--- src/rtl/mc_pkg.sv ---
// mc_pkg: shared types and constants for the memory-controller front end.
// Holds the trace entry layout, the DDR4 address split and the command codes.
package mc_pkg;

   localparam int unsigned MC_ADDR_WIDTH  = 36;
   localparam int unsigned MC_MEMOP_WIDTH = 12;
   localparam int unsigned MC_TIME_WIDTH  = 12;

   // DDR4 field positions inside the raw trace address
   localparam int unsigned ROW_MSB   = 33;
   localparam int unsigned ROW_LSB   = 18;
   localparam int unsigned BANK_MSB  = 9;
   localparam int unsigned BANK_LSB  = 8;
   localparam int unsigned BG_MSB    = 7;
   localparam int unsigned BG_LSB    = 6;
   localparam int unsigned COLH_MSB  = 17;
   localparam int unsigned COLH_LSB  = 10;
   localparam int unsigned COLL_MSB  = 5;
   localparam int unsigned COLL_LSB  = 3;

   // Packed trace line as delivered by the parser: {time, cmd, addr}
   typedef struct packed {
      logic [MC_TIME_WIDTH-1:0]  tstamp;
      logic [MC_MEMOP_WIDTH-1:0] cmd;
      logic [MC_ADDR_WIDTH-1:0]  addr;
   } trace_entry_t;

   typedef struct packed {
      logic [15:0] row;
      logic [1:0]  bank;
      logic [1:0]  bg;
      logic [10:0] col;
   } ddr_addr_t;

   typedef enum logic [MC_MEMOP_WIDTH-1:0] {
      MC_CMD_READ   = 12'd0,
      MC_CMD_WRITE  = 12'd1,
      MC_CMD_IFETCH = 12'd2
   } mc_cmd_e;

endpackage

--- src/rtl/ddr_addr_decode.sv ---
// ddr_addr_decode: purely combinational split of a trace address into DDR4
// row / bank / bank-group / column fields. Shared with the command scheduler.
module ddr_addr_decode
   import mc_pkg::*;
(
   input  logic [MC_ADDR_WIDTH-1:0]    addr_i,
   output logic [$bits(ddr_addr_t)-1:0] fields_o
);

   ddr_addr_t dec_s;
   logic      unused_addr_s;

   // Slice the address into its DDR4 fields; column is split around bank/bg
   always_comb begin
      dec_s      = '0;
      dec_s.row  = addr_i[ROW_MSB:ROW_LSB];
      dec_s.bank = addr_i[BANK_MSB:BANK_LSB];
      dec_s.bg   = addr_i[BG_MSB:BG_LSB];
      dec_s.col  = {addr_i[COLH_MSB:COLH_LSB], addr_i[COLL_MSB:COLL_LSB]};
   end

   // Top address bits and the byte offset do not map to any DDR4 field
   assign unused_addr_s = ^{addr_i[MC_ADDR_WIDTH-1:ROW_MSB+1], addr_i[COLL_LSB-1:0]};
   assign fields_o      = dec_s;

endmodule

--- src/rtl/mc_request_queue.sv ---
// mc_request_queue: in-order trace request queue feeding the DRAM scheduler.
// Entries are released only when the CPU cycle count reaches their timestamp.
// Optional build macro MCQ_STATS_EN adds peak_count and stall_cycles outputs.
// Address widths must match mc_pkg (the decoder is built on those constants).
module mc_request_queue
   import mc_pkg::*;
#(
   parameter int DEPTH       = 16,
   parameter int ADDR_WIDTH  = MC_ADDR_WIDTH,
   parameter int MEMOP_WIDTH = MC_MEMOP_WIDTH,
   parameter int TIME_WIDTH  = MC_TIME_WIDTH
) (
   input  logic                                     clk,
   input  logic                                     rst,
   input  logic [63:0]                              cycle,
   input  logic                                     data_rdy,
   input  logic [TIME_WIDTH+MEMOP_WIDTH+ADDR_WIDTH-1:0] data_read,
   input  logic                                     shutdown,
   output logic                                     data_req,
   output logic                                     out_valid,
   input  logic                                     out_ready,
   output logic [MEMOP_WIDTH-1:0]                   out_cmd,
   output logic [ADDR_WIDTH-1:0]                    out_addr,
   output logic [15:0]                              out_row,
   output logic [1:0]                               out_bank,
   output logic [1:0]                               out_bg,
   output logic [10:0]                              out_col,
   output logic [$clog2(DEPTH):0]                   count,
   output logic                                     full,
   output logic                                     empty,
   output logic                                     overflow
`ifdef MCQ_STATS_EN
   ,
   output logic [$clog2(DEPTH):0]                   peak_count,
   output logic [31:0]                              stall_cycles
`endif
);

   localparam int PTR_W   = $clog2(DEPTH);
   localparam int CNT_W   = PTR_W + 1;
   localparam int ENTRY_W = TIME_WIDTH + MEMOP_WIDTH + ADDR_WIDTH;

   logic [ENTRY_W-1:0]     mem_q [DEPTH];
   logic [PTR_W-1:0]       wr_ptr_q, wr_ptr_d, rd_ptr_q, rd_ptr_d;
   logic [CNT_W-1:0]       count_q, count_d;
   logic                   full_q, full_d, empty_q, empty_d;
   logic                   overflow_q, overflow_d, data_req_q, data_req_d;
   logic                   push_s, pop_s, drop_s, out_valid_s;
   logic [TIME_WIDTH-1:0]  head_time_s;
   logic [MEMOP_WIDTH-1:0] head_cmd_s;
   logic [ADDR_WIDTH-1:0]  head_addr_s;
   ddr_addr_t              head_dec_s;
   logic [$bits(ddr_addr_t)-1:0] head_fields_s;

   // Head unpack, timestamp gate and handshake qualification
   always_comb begin
      {head_time_s, head_cmd_s, head_addr_s} = mem_q[rd_ptr_q];
      out_valid_s = !empty_q && (cycle >= 64'(head_time_s));
      pop_s       = out_valid_s && out_ready;
      // A pop in the same cycle frees the slot, so a full queue still accepts
      push_s      = data_rdy && (!full_q || pop_s);
      drop_s      = data_rdy && full_q && !pop_s;
   end

   // Next-state for pointers, occupancy and status flags
   always_comb begin
      wr_ptr_d = push_s ? wr_ptr_q + PTR_W'(1) : wr_ptr_q;
      rd_ptr_d = pop_s  ? rd_ptr_q + PTR_W'(1) : rd_ptr_q;
      case ({push_s, pop_s})
         2'b10:   count_d = count_q + CNT_W'(1);
         2'b01:   count_d = count_q - CNT_W'(1);
         default: count_d = count_q;
      endcase
      full_d     = (count_d == CNT_W'(DEPTH));
      empty_d    = (count_d == CNT_W'(0));
      overflow_d = overflow_q || drop_s;
      // Keep one slot spare for the line the parser already has in flight
      data_req_d = !shutdown && (count_d < CNT_W'(DEPTH - 1));
   end

   // State and storage registers; reset discards every queued entry
   always_ff @(posedge clk) begin
      if (rst) begin
         wr_ptr_q   <= '0;
         rd_ptr_q   <= '0;
         count_q    <= '0;
         full_q     <= 1'b0;
         empty_q    <= 1'b1;
         overflow_q <= 1'b0;
         data_req_q <= 1'b0;
         for (int i = 0; i < DEPTH; i++) begin
            mem_q[i] <= '0;
         end
      end else begin
         wr_ptr_q   <= wr_ptr_d;
         rd_ptr_q   <= rd_ptr_d;
         count_q    <= count_d;
         full_q     <= full_d;
         empty_q    <= empty_d;
         overflow_q <= overflow_d;
         data_req_q <= data_req_d;
         if (push_s) begin
            mem_q[wr_ptr_q] <= data_read;
         end
      end
   end

   ddr_addr_decode u_decode (
      .addr_i   (head_addr_s),
      .fields_o (head_fields_s)
   );

   assign head_dec_s = ddr_addr_t'(head_fields_s);

   assign data_req  = data_req_q;
   assign out_valid = out_valid_s;
   assign out_cmd   = head_cmd_s;
   assign out_addr  = head_addr_s;
   assign out_row   = head_dec_s.row;
   assign out_bank  = head_dec_s.bank;
   assign out_bg    = head_dec_s.bg;
   assign out_col   = head_dec_s.col;
   assign count     = count_q;
   assign full      = full_q;
   assign empty     = empty_q;
   assign overflow  = overflow_q;

`ifdef MCQ_STATS_EN
   logic [CNT_W-1:0] peak_q;
   logic [31:0]      stall_q;

   // Occupancy high-water mark and saturating head-stall counter
   always_ff @(posedge clk) begin
      if (rst) begin
         peak_q  <= '0;
         stall_q <= '0;
      end else begin
         if (count_d > peak_q) begin
            peak_q <= count_d;
         end
         if (out_valid_s && !out_ready && (stall_q != 32'hFFFF_FFFF)) begin
            stall_q <= stall_q + 32'd1;
         end
      end
   end

   assign peak_count   = peak_q;
   assign stall_cycles = stall_q;
`endif

endmodule

--- config.mk ---
export PLATFORM = sky130hd
export DESIGN_NAME = mc_request_queue
export DESIGN_NICKNAME = d
export VERILOG_FILES = /design/src/rtl/mc_pkg.sv /design/src/rtl/ddr_addr_decode.sv /design/src/rtl/mc_request_queue.sv
export SDC_FILE = /design/constraint.sdc
export NUM_CORES = 1
export LEC_CHECK = 0
export CORE_AREA = 5 5 231 401
export DETAILED_ROUTE_END_ITERATION = 10
export DIE_AREA = 0 0 236 406
export PLACE_DENSITY = 0.64
export RECOVER_POWER = 50
export SLEW_MARGIN = 15
export SYNTH_ARGS = -nofsm -noshare
export SYNTH_HDL_FRONTEND = slang
export SYNTH_SLANG_ARGS = --single-unit
--- constraint.sdc ---
create_clock -name clk -period 13 [get_ports clk]
set_clock_uncertainty 0.15 [all_clocks]
set_input_delay 2.6 -clock clk [delete_from_list [all_inputs] [get_ports clk]]
set_output_delay 2.6 -clock clk [all_outputs]
set_load 0.005 [all_outputs]
==> reports/summary.md <==
The run finished, with violations left. The final reports fail on max-capacitance violations, max-slew violations. For the count of standard-cell rows, the log shows 145. For this run, global-route usage on met2 was measured as 47.6%.

The clock-pin slew reported for the worst setup and hold paths after clock tree synthesis came out at 0.07 ns. The required arrival time at the worst endpoint was 13.14 ns; the static leakage was 0.0162 uW. The analysis attributes to net switching a power of 1820 uW. The H-tree generated during clock tree synthesis spans 3 levels. The die extent in y was 406 um; the synthesis warning total was 0.

For this run, the slowest stage of the critical path takes 2.32 ns. For the clock network power share, the log shows 34.1%. Summed over all nets, the half-perimeter wirelength after detailed placement is 67.6 mm. Routability-driven placement finished with a final weighted congestion of 0.870. Along the worst path, the maximum fanout reaches 83.

Counting flops with an async set or reset pin after synthesis yields a share of 0%. The library cell used most frequently in the layout, excluding fill and tap cells, is sky130_fd_sc_hd__edfxtp_1. The count of buffers added on input and output ports is 217. First-pass iteration count of the detailed router: 7. The global-route usage over all layers is 26.5%. Counting along the longest clock path gives a buffer depth of 3. The cell with the largest stage delay on the worst path was sky130_fd_sc_hd__clkbuf_1. The min-delay analysis places its worst path in the category register to register.

The peak clock frequency supported by timing is 101 MHz. The per-cell routed wire length came out at 29.9 um. Clock tree synthesis selected as its root buffer the cell sky130_fd_sc_hd__clkbuf_16.

Measured against its own limit, the worst slew margin works out to -193%. Summing the areas of all compound-gate instances in the mapped netlist gives 1.08% of the synthesized area. For met3 alone, demand over resource in global routing was 5.02%. In the final design database the tool counted 3158 nets. The run gives 0.0891 sq mm as the floorplan core area. The maximum ir drop on the vdd rail is 0.127 mV, and the final total negative setup slack is 0 ns. The tools report the post-synthesis net count as 3073. OpenSTA, run right after detailed placement, puts the worst setup slack at 5.29 ns. The total DRC errors in the routed layout was 0. For the detailed-route via count, the log shows 26800. The worst setup path is captured at a register.

The worst path in the final design needs a cycle of 9.94 ns, including I/O delays and setup. In this run the cell area of the synthesized design comes to 0.0440 sq mm. The met1 routing resource usage after global routing came out at 32.2%. At the pin with the least slew margin, the transition time is 4.40 ns. The internal portion of the total power is 5600 uW.

TritonCTS built the clock tree. On the critical path the largest part of the delay comes from buffers and inverters. Counting every sink on the clock net gives 981.

After detailed routing, the total wire length is 127 mm. For the effective utilization at floorplan, the log shows 49.4%. The die covers 0.0958 sq mm.

Sequential cells burn 49.9% of the power. In this run the remaining antenna-violating nets after routing total 0. In the finished design, the share of the clock period the worst path needs comes to 76.4%. By area the synthesized netlist is led by sky130_fd_sc_hd__edfxtp_1, sky130_fd_sc_hd__mux4_2, sky130_fd_sc_hd__nor2_1, sky130_fd_sc_hd__nor3_1, sky130_fd_sc_hd__and2_1.

Setup repair after global routing left no endpoint under its margin. The latest clock arrival within the worst-skew pair came out at 0.68 ns. In this run the power density over the cells is 150 mW/mm^2. In this run the most used layer during global routing was met2. The critical path buffer and inverter count was 4; the number of antenna violations at the first check in global routing was 5. Synthesis-to-finish area growth: 12.6%. Of the post-synthesis cell area, the part taken by muxes is 15.4%.

STA classifies the critical path startpoint as a register. The switching part of the total power was 24.5%; the average cell area after synthesis was 15.1 sq um. The tools report the number of global-route vias before repair as 28500. Among all flip-flop cells after synthesis, the most frequent one is sky130_fd_sc_hd__edfxtp_1.

The synthesized netlist devotes 13.1% of its cell area to simple gates. The synthesized design spends more area on one cell type than any other, namely sky130_fd_sc_hd__edfxtp_1. The number of vias per cell after detailed routing is 6.31, and the number of violations of the max-capacitance limit is 28.

The setup slack after layout was 3.06 ns. Total CTS buffers: 86. Buffers added to address setup during post-CTS repair amount to 0. Cells with a size suffix above 1 make up 15.6% of the layout.

In this run, synthesis inferred 960 flip-flops with an integrated enable. The first global-routing pass estimated 187 mm of wire. The top cell types in the final layout, fill and taps aside, are sky130_fd_sc_hd__edfxtp_1, sky130_fd_sc_hd__nor2_1, sky130_fd_sc_hd__mux4_2. The portion of total power attributed to combinational logic is 16.0%. Post-CTS repair changed the size of 0 cells. The data arrival at the endpoint of the critical path is 10.08 ns. In this run, synthesis produced a sequential element count of 981. Setup violations remaining at the end of the flow were counted as 0. At the end of the flow the core is filled with cells to 55.6%. Entering global routing, the biggest net connects 133 pins. The signal on the critical path passes through buf_12 > mux4_2 > mux4_2 > inv_1 > ha_1 > a21o_1 > a21o_1 > a211o_1 > o41ai_1 > inv_1 > o211ai_1 > clkbuf_1 > nor2_1. Summing the areas of all fa, ha and maj instances in the mapped netlist gives 0.643% of the synthesized area. The critical path is of the register to register type. In the synthesized netlist, the number of instances is 2922. The total count of hold-check failures in the final report was 0. The die outline width came out at 236 um. The synthesized netlist devotes 0.0797% of its cell area to XOR and XNOR gates.

Summed over all layers, the global routing overflow is 0. The netlist uses 51 different library cells. The I/O pin count was 218; the area fraction of the dominant cell type after synthesis was 65.5%. The logs give 950 for the final max-slew violation count and 0 for the count of hold buffers inserted by post-cts repair.

The proportion of synthesized chip area in sequential cells was 66.5%. After synthesis, the largest family of logic cells by area is multiplexers. The number of design-rule violations left by the first detailed-router iteration is 2862.
-- registers in the layout, summed over array words and instances, names as in the netlist, named ones only --
name      cells
data_req      1
full          1
overflow      1
mem_q       960
rd_ptr_q      4
empty         1
wr_ptr_q      4
count         5
-- Yosys cell counts, drive strengths merged, types with 18 or more instances --
cell,n
nand2,195
clkbuf,135
ha,21
nand3,37
inv,23
mux4,300
nor3,258
nor4b,26
nor2,529
edfxtp,960
a31o,18
buf,134
and2,171
dfxtp,21
-- cell families (layout without fill, tap and decap cells) --
| logic type | after synthesis | count (layout) |
|---|---|---|
| XOR/XNOR | 4 | 4 |
| multiplexers | 303 | 303 |
| buffers and inverters | 293 | 447 |
| adder cells (fa/ha/maj) | 22 | 22 |
| AND/OR/NAND/NOR | 1258 | 1258 |
| flip-flops | 981 | 981 |
| AO/OA/AOI/OAI | 61 | 61 |
| other | 0 | 2 |
-- tightest hold or removal path, delay by kind of cell, from the launching register on --
kind	cells	cell delay, ns
flip-flops	1	0.33
AO/OA/AOI/OAI	1	0.07
AND/OR/NAND/NOR	1	0.06
-- stage by stage --
step	total power, uW	instances	area, sq um	hold WS, ns
finish	7420	4254	49500	0.353
global route	7670	4254	49500	0.400
CTS	7470	4252	49700	0.348
detailed placement	4980	4095	47000	0.335
global placement	4950	4095	47000	0.322
floorplan	4490	2922	44000	0.306
-- final cells by class --
cell class,instances,area [sq um]
clock buffer,108,2320
timing repair buffer,266,2520
tap,1176,1470
fill,7002,39600
clock inverter,49,407
sequential,981,29300
inverter,24,90.1
multi-input combinational,1648,13400
antenna,2,5.00
-- path summary, 6_finish.rpt --
check,start,to,slack [ns],cells after the start
setup / recovery,register,mem_q[8][39],3.06,13
hold / removal,rd_ptr_q[1],register,0.35,2
setup reg to reg,register,mem_q[8][39],3.06,13
hold reg to reg,rd_ptr_q[1],register,0.35,2
-- power groups by stage --
| stage | Clock, uW | Combinational [uW] | Sequential [uW] |
|---|---|---|---|
| 5_1_grt | 2690 | 1260 | 3720 |
| 2_1_floorplan | 0 | 780 | 3710 |
| 3_3_place_gp | 0 | 1200 | 3750 |
| 4_1_cts | 2560 | 1220 | 3700 |
| 6_report | 2530 | 1190 | 3700 |
| 3_5_place_dp | 0 | 1210 | 3770 |
-- routing by layer --
metal | up-vias | routed length [um]
met4 | 4 | 4580
met3 | 284 | 11300
li1 | 11200 | -
met2 | 1518 | 67400
met1 | 13800 | 44000
met5 | - | 21
No activity file was read; power rests on OpenSTA's default activity.
